--- src/rtl/logic_op_arbiter.sv ---
// ---------------------------------------------------------------------------
// logic_op_arbiter
//
// Shares one registered bitwise logic unit between NREQ requesters. A
// round-robin arbiter accepts one (op, A, B) request at a time. The block
// computes the result, then returns it with the owning requester's ID over a
// valid/ready response port.
//
// Ports:
//   clk        - clock, all state on the rising edge
//   rst_n      - asynchronous active-low reset
//   req_valid  - [NREQ] per-requester request valid
//   req_ready  - [NREQ] per-requester accept, at most one bit high
//   req_op     - [3*NREQ] opcode, requester i at [3i+2:3i]
//   req_a      - [WIDTH*NREQ] operand A, requester i at [WIDTH*i +: WIDTH]
//   req_b      - [WIDTH*NREQ] operand B, same packing as req_a
//   rsp_valid  - response valid
//   rsp_ready  - response consumer ready
//   rsp_data   - [WIDTH] operation result
//   rsp_id     - [IDW] requester that owns rsp_data
//   busy       - high while a transaction is in flight (EXEC or RESP)
//   done_cnt   - [16] completed-response counter, wraps silently
//
// Opcodes: 0 AND, 1 OR, 2 NAND, 3 NOR, 4 XOR, 5 XNOR, 6 NOT A, 7 BUF A.
// ---------------------------------------------------------------------------
module logic_op_arbiter #(
  parameter  int NREQ  = 4,
  parameter  int WIDTH = 8,
  localparam int IDW   = $clog2(NREQ)
) (
  input  logic                  clk,
  input  logic                  rst_n,
  input  logic [NREQ-1:0]       req_valid,
  output logic [NREQ-1:0]       req_ready,
  input  logic [3*NREQ-1:0]     req_op,
  input  logic [WIDTH*NREQ-1:0] req_a,
  input  logic [WIDTH*NREQ-1:0] req_b,
  output logic                  rsp_valid,
  input  logic                  rsp_ready,
  output logic [WIDTH-1:0]      rsp_data,
  output logic [IDW-1:0]        rsp_id,
  output logic                  busy,
  output logic [15:0]           done_cnt
);

  typedef enum logic [1:0] {
    S_IDLE = 2'd0,
    S_EXEC = 2'd1,
    S_RESP = 2'd2
  } state_t;

  state_t           state_q, state_d;
  logic [IDW-1:0]   rr_ptr_q, rr_ptr_d;
  logic [IDW-1:0]   gnt_id_q, gnt_id_d;
  logic [2:0]       op_q, op_d;
  logic [WIDTH-1:0] a_q, a_d;
  logic [WIDTH-1:0] b_q, b_d;
  logic [WIDTH-1:0] rsp_data_q, rsp_data_d;
  logic [IDW-1:0]   rsp_id_q, rsp_id_d;
  logic             rsp_valid_q, rsp_valid_d;
  logic             busy_q, busy_d;
  logic [15:0]      done_cnt_q, done_cnt_d;

  logic             gnt_found;
  int               gnt_int;
  logic [IDW-1:0]   gnt_idx;
  logic [WIDTH-1:0] alu_res;

  // Round-robin search: first valid requester at or above rr_ptr, wrapping
  // past NREQ-1 back to 0. Works for non-power-of-two NREQ.
  always_comb begin
    int idx;
    gnt_found = 1'b0;
    gnt_int   = 0;
    idx       = 0;
    for (int k = 0; k < NREQ; k++) begin
      idx = int'(rr_ptr_q) + k;
      if (idx >= NREQ) idx = idx - NREQ;
      if (!gnt_found && req_valid[idx]) begin
        gnt_found = 1'b1;
        gnt_int   = idx;
      end
    end
    gnt_idx = IDW'(gnt_int);
  end

  // Single shared logic unit, fed only from the captured operand registers
  // so that requester inputs cannot disturb an in-flight operation.
  always_comb begin
    alu_res = '0;
    case (op_q)
      3'd0: alu_res = a_q & b_q;
      3'd1: alu_res = a_q | b_q;
      3'd2: alu_res = ~(a_q & b_q);
      3'd3: alu_res = ~(a_q | b_q);
      3'd4: alu_res = a_q ^ b_q;
      3'd5: alu_res = ~(a_q ^ b_q);
      3'd6: alu_res = ~a_q;
      default: alu_res = a_q;
    endcase
  end

  // State register.
  always_ff @(posedge clk or negedge rst_n) begin
    if (!rst_n) begin
      state_q <= S_IDLE;
    end else begin
      state_q <= state_d;
    end
  end

  // Datapath and bookkeeping registers.
  always_ff @(posedge clk or negedge rst_n) begin
    if (!rst_n) begin
      rr_ptr_q    <= '0;
      gnt_id_q    <= '0;
      op_q        <= '0;
      a_q         <= '0;
      b_q         <= '0;
      rsp_data_q  <= '0;
      rsp_id_q    <= '0;
      rsp_valid_q <= 1'b0;
      busy_q      <= 1'b0;
      done_cnt_q  <= '0;
    end else begin
      rr_ptr_q    <= rr_ptr_d;
      gnt_id_q    <= gnt_id_d;
      op_q        <= op_d;
      a_q         <= a_d;
      b_q         <= b_d;
      rsp_data_q  <= rsp_data_d;
      rsp_id_q    <= rsp_id_d;
      rsp_valid_q <= rsp_valid_d;
      busy_q      <= busy_d;
      done_cnt_q  <= done_cnt_d;
    end
  end

  // Next-state and register-update logic.
  always_comb begin
    state_d    = state_q;
    rr_ptr_d   = rr_ptr_q;
    gnt_id_d   = gnt_id_q;
    op_d       = op_q;
    a_d        = a_q;
    b_d        = b_q;
    rsp_data_d = rsp_data_q;
    rsp_id_d   = rsp_id_q;
    done_cnt_d = done_cnt_q;
    case (state_q)
      S_IDLE: begin
        if (gnt_found) begin
          op_d     = req_op[3*gnt_int +: 3];
          a_d      = req_a[WIDTH*gnt_int +: WIDTH];
          b_d      = req_b[WIDTH*gnt_int +: WIDTH];
          gnt_id_d = gnt_idx;
          state_d  = S_EXEC;
        end
      end
      S_EXEC: begin
        rsp_data_d = alu_res;
        rsp_id_d   = gnt_id_q;
        state_d    = S_RESP;
      end
      S_RESP: begin
        if (rsp_ready) begin
          // Pointer moves only on completion, to the slot after the winner.
          rr_ptr_d   = (gnt_id_q == IDW'(NREQ - 1)) ? '0 : gnt_id_q + IDW'(1);
          done_cnt_d = done_cnt_q + 16'd1;
          state_d    = S_IDLE;
        end
      end
      default: state_d = S_IDLE;
    endcase
    // Registered decodes of the next state keep busy/rsp_valid glitch-free.
    busy_d      = (state_d != S_IDLE);
    rsp_valid_d = (state_d == S_RESP);
  end

  // Output decode. The accept is combinational in IDLE and is gated by rst_n
  // so that it stays low while reset is held, even with requests pending.
  always_comb begin
    req_ready = '0;
    if (rst_n && (state_q == S_IDLE) && gnt_found) begin
      req_ready[gnt_idx] = 1'b1;
    end
  end

  assign rsp_valid = rsp_valid_q;
  assign rsp_data  = rsp_data_q;
  assign rsp_id    = rsp_id_q;
  assign busy      = busy_q;
  assign done_cnt  = done_cnt_q;

endmodule
--- config.mk ---
export PLATFORM = sky130hd
export DESIGN_NAME = logic_op_arbiter
export DESIGN_NICKNAME = d
export VERILOG_FILES = /design/src/rtl/logic_op_arbiter.sv
export SDC_FILE = /design/constraint.sdc
export NUM_CORES = 1
export LEC_CHECK = 0
export CORE_ASPECT_RATIO = 1.4
export CORE_MARGIN = 2
export CORE_UTILIZATION = 50
export DETAILED_ROUTE_END_ITERATION = 16
export GPL_ROUTABILITY_DRIVEN = 0
export PLACE_DENSITY = 0.81
export SLEW_MARGIN = 0
export SYNTH_ARGS = -nofsm -noshare
export SYNTH_HDL_FRONTEND = slang
export SYNTH_SLANG_ARGS = --single-unit
--- constraint.sdc ---
create_clock -name clk -period 6.8 [get_ports clk]
set_input_delay 1.36 -clock clk [delete_from_list [all_inputs] [get_ports clk]]
set_output_delay 1.36 -clock clk [all_outputs]
set_load 0.02 [all_outputs]
==> impl_metrics.py <==
metrics = {
    "route": {
        "routedWlPerCell_um": 15.75,
        "drt_iter0_markers": 223,
        "routed_via_density": 5.772,
        "routed-via-count": 4092,
        "antenna_violating_nets_post_route": 0,
        "drtPass1Iterations": 5,
        "routed_wl_um": 11170,
        "drcViolationCount": 0,
    },
    "clock_tree": {
        "cts_tree": "done",
        "post_cts_hold_buffer_count": 0,
        "cts_htree_levels": 2,
        "insertion_delay_ns": 0.29,
        "clock-sinks": 53,
        "clk_root_buffer_cell": "sky130_fd_sc_hd__clkbuf_16",
        "cts_made_buffers": 5,
        "clock_tree.buffer_depth": 2,
        "path_clk_slew_ns": 0.08,
        "cts_post_setup_buffers_inserted": 0,
        "postCtsResizedCells": 0,
    },
    "floorplanning": {
        "initial_cell_density_of_the_core_pct": 51.69,
        "dieWidth_um": 83.96,
        "core_footprint_um2": 8658,
        "io-pin-count": 115,
        "chipHeight_um": 115.9,
        "die_area_um2": 9735,
        "placementRows": 40,
    },
    "global_routing": {
        "groute.layer.met3.usage_pct": 1.852,
        "antenna_found_initial": 0,
        "grt.total_usage_pct": 22.67,
        "grt_busiest_layer": "met2",
        "groute.layer.met1.usage_pct": 27.11,
        "use_met2_pct": 43.79,
        "grt_pass1_wl_um": 18310,
        "grt_overflow_total": 0,
        "grt_max_degree": 58,
        "first_global_vias": 3972,
    },
    "place": {
        "dp.cells": 701,
        "detailed_place_hpwl_um": 8656,
        "port_buffers": 114,
        "dpl-instance-area_um2": 5629,
    },
    "hold_path": {
        "hold_path.class": "reg -> reg",
        "hold_depth": 1,
    },
    "pwr": {
        "power.density_nw_per_um2": 530.8,
        "leakage_nw": 2.585,
        "power.ir.vdd_worst_v": 0.0004925,
    },
    "sta": {
        "fin_crit_ns": 5.980,
        "finClkSkew_ns": 0.007091,
        "max_slew_margin_pct": 25.28,
        "clock.fmax_ghz": 0.1672,
        "slew_violations": 0,
        "timing.final.hold_violations": 0,
        "post-route-period-util_pct": 87.95,
        "final.setup.tns_ns": 0,
        "worst-slew-pin-transition_ns": 1.117,
        "finalSetupViolations": 0,
        "grt_setup_unrepaired": "no",
    },
    "critical_path": {
        "timing.critical_path.mode_cell": "sky130_fd_sc_hd__clkdlybuf4s50_1",
        "worst-endpoint-arrival_ns": 4.62,
        "cpMaxStageDelayCell": "sky130_fd_sc_hd__mux4_2",
        "cp-start-kind": "primary input",
        "crit_fanout": 24,
        "critPathCaptureType": "primary output",
        "timing.critical_path.cells": "clkdlybuf4s50_1 -> mux4_2 -> and2_1 -> a21o_1 -> nor2_2 -> buf_4 -> ha_1 -> and3_1 -> clkdlybuf4s50_1",
        "crit_family": "buffers and inverters",
        "cp.required_ns": 5.44,
        "reg2reg_depth": 17,
        "slowest_delay_ns": 0.73,
        "path_depth": 9,
        "worstSetupPathType": "in -> out",
        "worstPathBufferInverterCount": 3,
    },
    "yosys": {
        "synth-edff-count": 0,
        "synthesis_warning_total": 0,
        "synthDistinctLibCells": 65,
        "synth_seq_cells": 53,
        "postSynthNetCount": 628,
        "share_of_flip_flops_with_an_asynchronous_set_or_reset_pct": 100.0,
        "ys_seq_area_share_pct": 29.63,
        "netlist_instances": 513,
        "syn-mean-instance-area_um2": 8.724,
        "post_synth_instance_area_um2": 4476,
        "synth-main-ff-cell": "sky130_fd_sc_hd__dfrtp_1",
    },
    "finish": {
        "design.final.nets": 718,
        "postLayoutCellArea_um2": 5802,
        "final-instance-count-excl-fill": 709,
        "syn_to_final_growth_pct": 29.63,
        "filler_cell_count": 739,
        "drive_above_1_share_pct": 5.795,
        "layout.cells.most_common": "sky130_fd_sc_hd__clkdlybuf4s50_1",
        "antenna_cells_inserted": 0,
        "layout_common_cells": "sky130_fd_sc_hd__clkdlybuf4s50_1 (113), sky130_fd_sc_hd__nand2_1 (75), sky130_fd_sc_hd__dfrtp_1 (53), sky130_fd_sc_hd__mux2i_1 (45), sky130_fd_sc_hd__inv_1 (34)",
        "finish.utilization_pct": 67.01,
    },
    "outcome": {
        "run_status": "completed",
    },
    "flow_run": {
        "maxCapViolCount": 0,
    },
}
[Yosys cell counts, types with 3 or more instances]
library cell | count | area [um2]
sky130_fd_sc_hd__nand2_1 | 75 | 281.5
sky130_fd_sc_hd__dfrtp_1 | 53 | 1326
sky130_fd_sc_hd__mux2i_1 | 45 | 450.4
sky130_fd_sc_hd__inv_1 | 34 | 127.6
sky130_fd_sc_hd__o21ai_0 | 33 | 165.2
sky130_fd_sc_hd__ha_1 | 31 | 387.9
sky130_fd_sc_hd__xnor2_1 | 30 | 262.8
sky130_fd_sc_hd__nor2_1 | 22 | 82.58
sky130_fd_sc_hd__clkbuf_1 | 21 | 78.83
sky130_fd_sc_hd__nand3_1 | 17 | 85.08
sky130_fd_sc_hd__a32o_1 | 16 | 160.2
sky130_fd_sc_hd__a21oi_1 | 14 | 70.07
sky130_fd_sc_hd__and3_1 | 10 | 62.56
sky130_fd_sc_hd__buf_2 | 9 | 45.04
sky130_fd_sc_hd__nand2b_1 | 8 | 50.05
sky130_fd_sc_hd__mux2_2 | 6 | 67.56
sky130_fd_sc_hd__a21o_1 | 5 | 37.54
sky130_fd_sc_hd__nor3b_1 | 5 | 37.54
sky130_fd_sc_hd__and2_1 | 4 | 25.02
sky130_fd_sc_hd__mux4_2 | 4 | 90.09
sky130_fd_sc_hd__nand3b_1 | 4 | 30.03
sky130_fd_sc_hd__nor3_1 | 4 | 20.02
sky130_fd_sc_hd__a211oi_1 | 3 | 22.52
sky130_fd_sc_hd__buf_1 | 3 | 11.26
sky130_fd_sc_hd__nand4_1 | 3 | 18.77
sky130_fd_sc_hd__nor2b_1 | 3 | 18.77
sky130_fd_sc_hd__xor2_1 | 3 | 26.28
[cell families after synthesis]
| kind of cell | after synthesis | share of synthesized area (%) |
|---|---|---|
| DFF | 53 | 29.63 |
| muxes | 55 | 13.59 |
| adders and majority gates | 32 | 9.114 |
| xor gates and xnor gates | 33 | 6.458 |
| and+or+nand+nor | 168 | 18.45 |
| buffers and inverters | 70 | 6.458 |
| AOI/OAI and AO/OA | 102 | 16.30 |
[where the power goes]
group	switching [W]	internal, W	total, W
Sequential	0.000151	0.000443	0.000594
Clock	0.000125	0.000177	0.000301
Combinational	0.00122	0.000968	0.00218
[final cells by class]
cell class                 instances  area, um2  area share (%)
tap                              105      131.4           2.264
timing repair buffer             118       1166           20.10
inverter                          35      131.4           2.264
multi-input combinational        390       2874           49.54
sequential                        53       1326           22.86
clock buffer                       5      125.1           2.157
clock inverter                     3      47.55          0.8195
[path summary, 6_finish.rpt]
| kind | start | end | slack (ns) |
|---|---|---|---|
| setup / recovery | req_valid[0] | req_ready[3] | 0.82 |
| hold / removal | done_cnt[15] | done_cnt[15] | 0.47 |
| setup reg to reg | rr_ptr_q[0] | op_q[2] | 1.51 |
| hold reg to reg | done_cnt[15] | done_cnt[15] | 0.47 |
| max in group asynchronous | rst_n | op_q[0] | 5.14 |
| min in group asynchronous | rst_n | busy | 1.19 |
[stage by stage]
| step | total power (W) | hold WS [ns] | setup WS [ns] |
|---|---|---|---|
| after global routing | 0.003347 | 0.5056 | 0.6464 |
| final | 0.003080 | 0.4736 | 0.8197 |
| after global placement | 0.002684 | 0.4608 | 0.9337 |
| after detailed placement | 0.002767 | 0.4621 | 0.8498 |
| after CTS | 0.003079 | 0.4771 | 0.8285 |
| after floorplan | 0.002245 | 0.4715 | 1.827 |
[per-layer routing]
metal | part of all wire [%] | wire length (um)
met3 | 3.4 | 384
met5 | 0 | 0
met1 | 41 | 4527
met4 | 1.2 | 138
met2 | 55 | 6120
[state kept, by name, summed over array words and instances, names as in the netlist]
register,count
done_cnt,16
a_q,8
b_q,8
rsp_data,8
op_q,3
gnt_id_q,2
rr_ptr_q,2
rsp_id,2
state_q,2
busy,1
rsp_valid,1
Note: power is estimated with default switching activity, not from simulation.
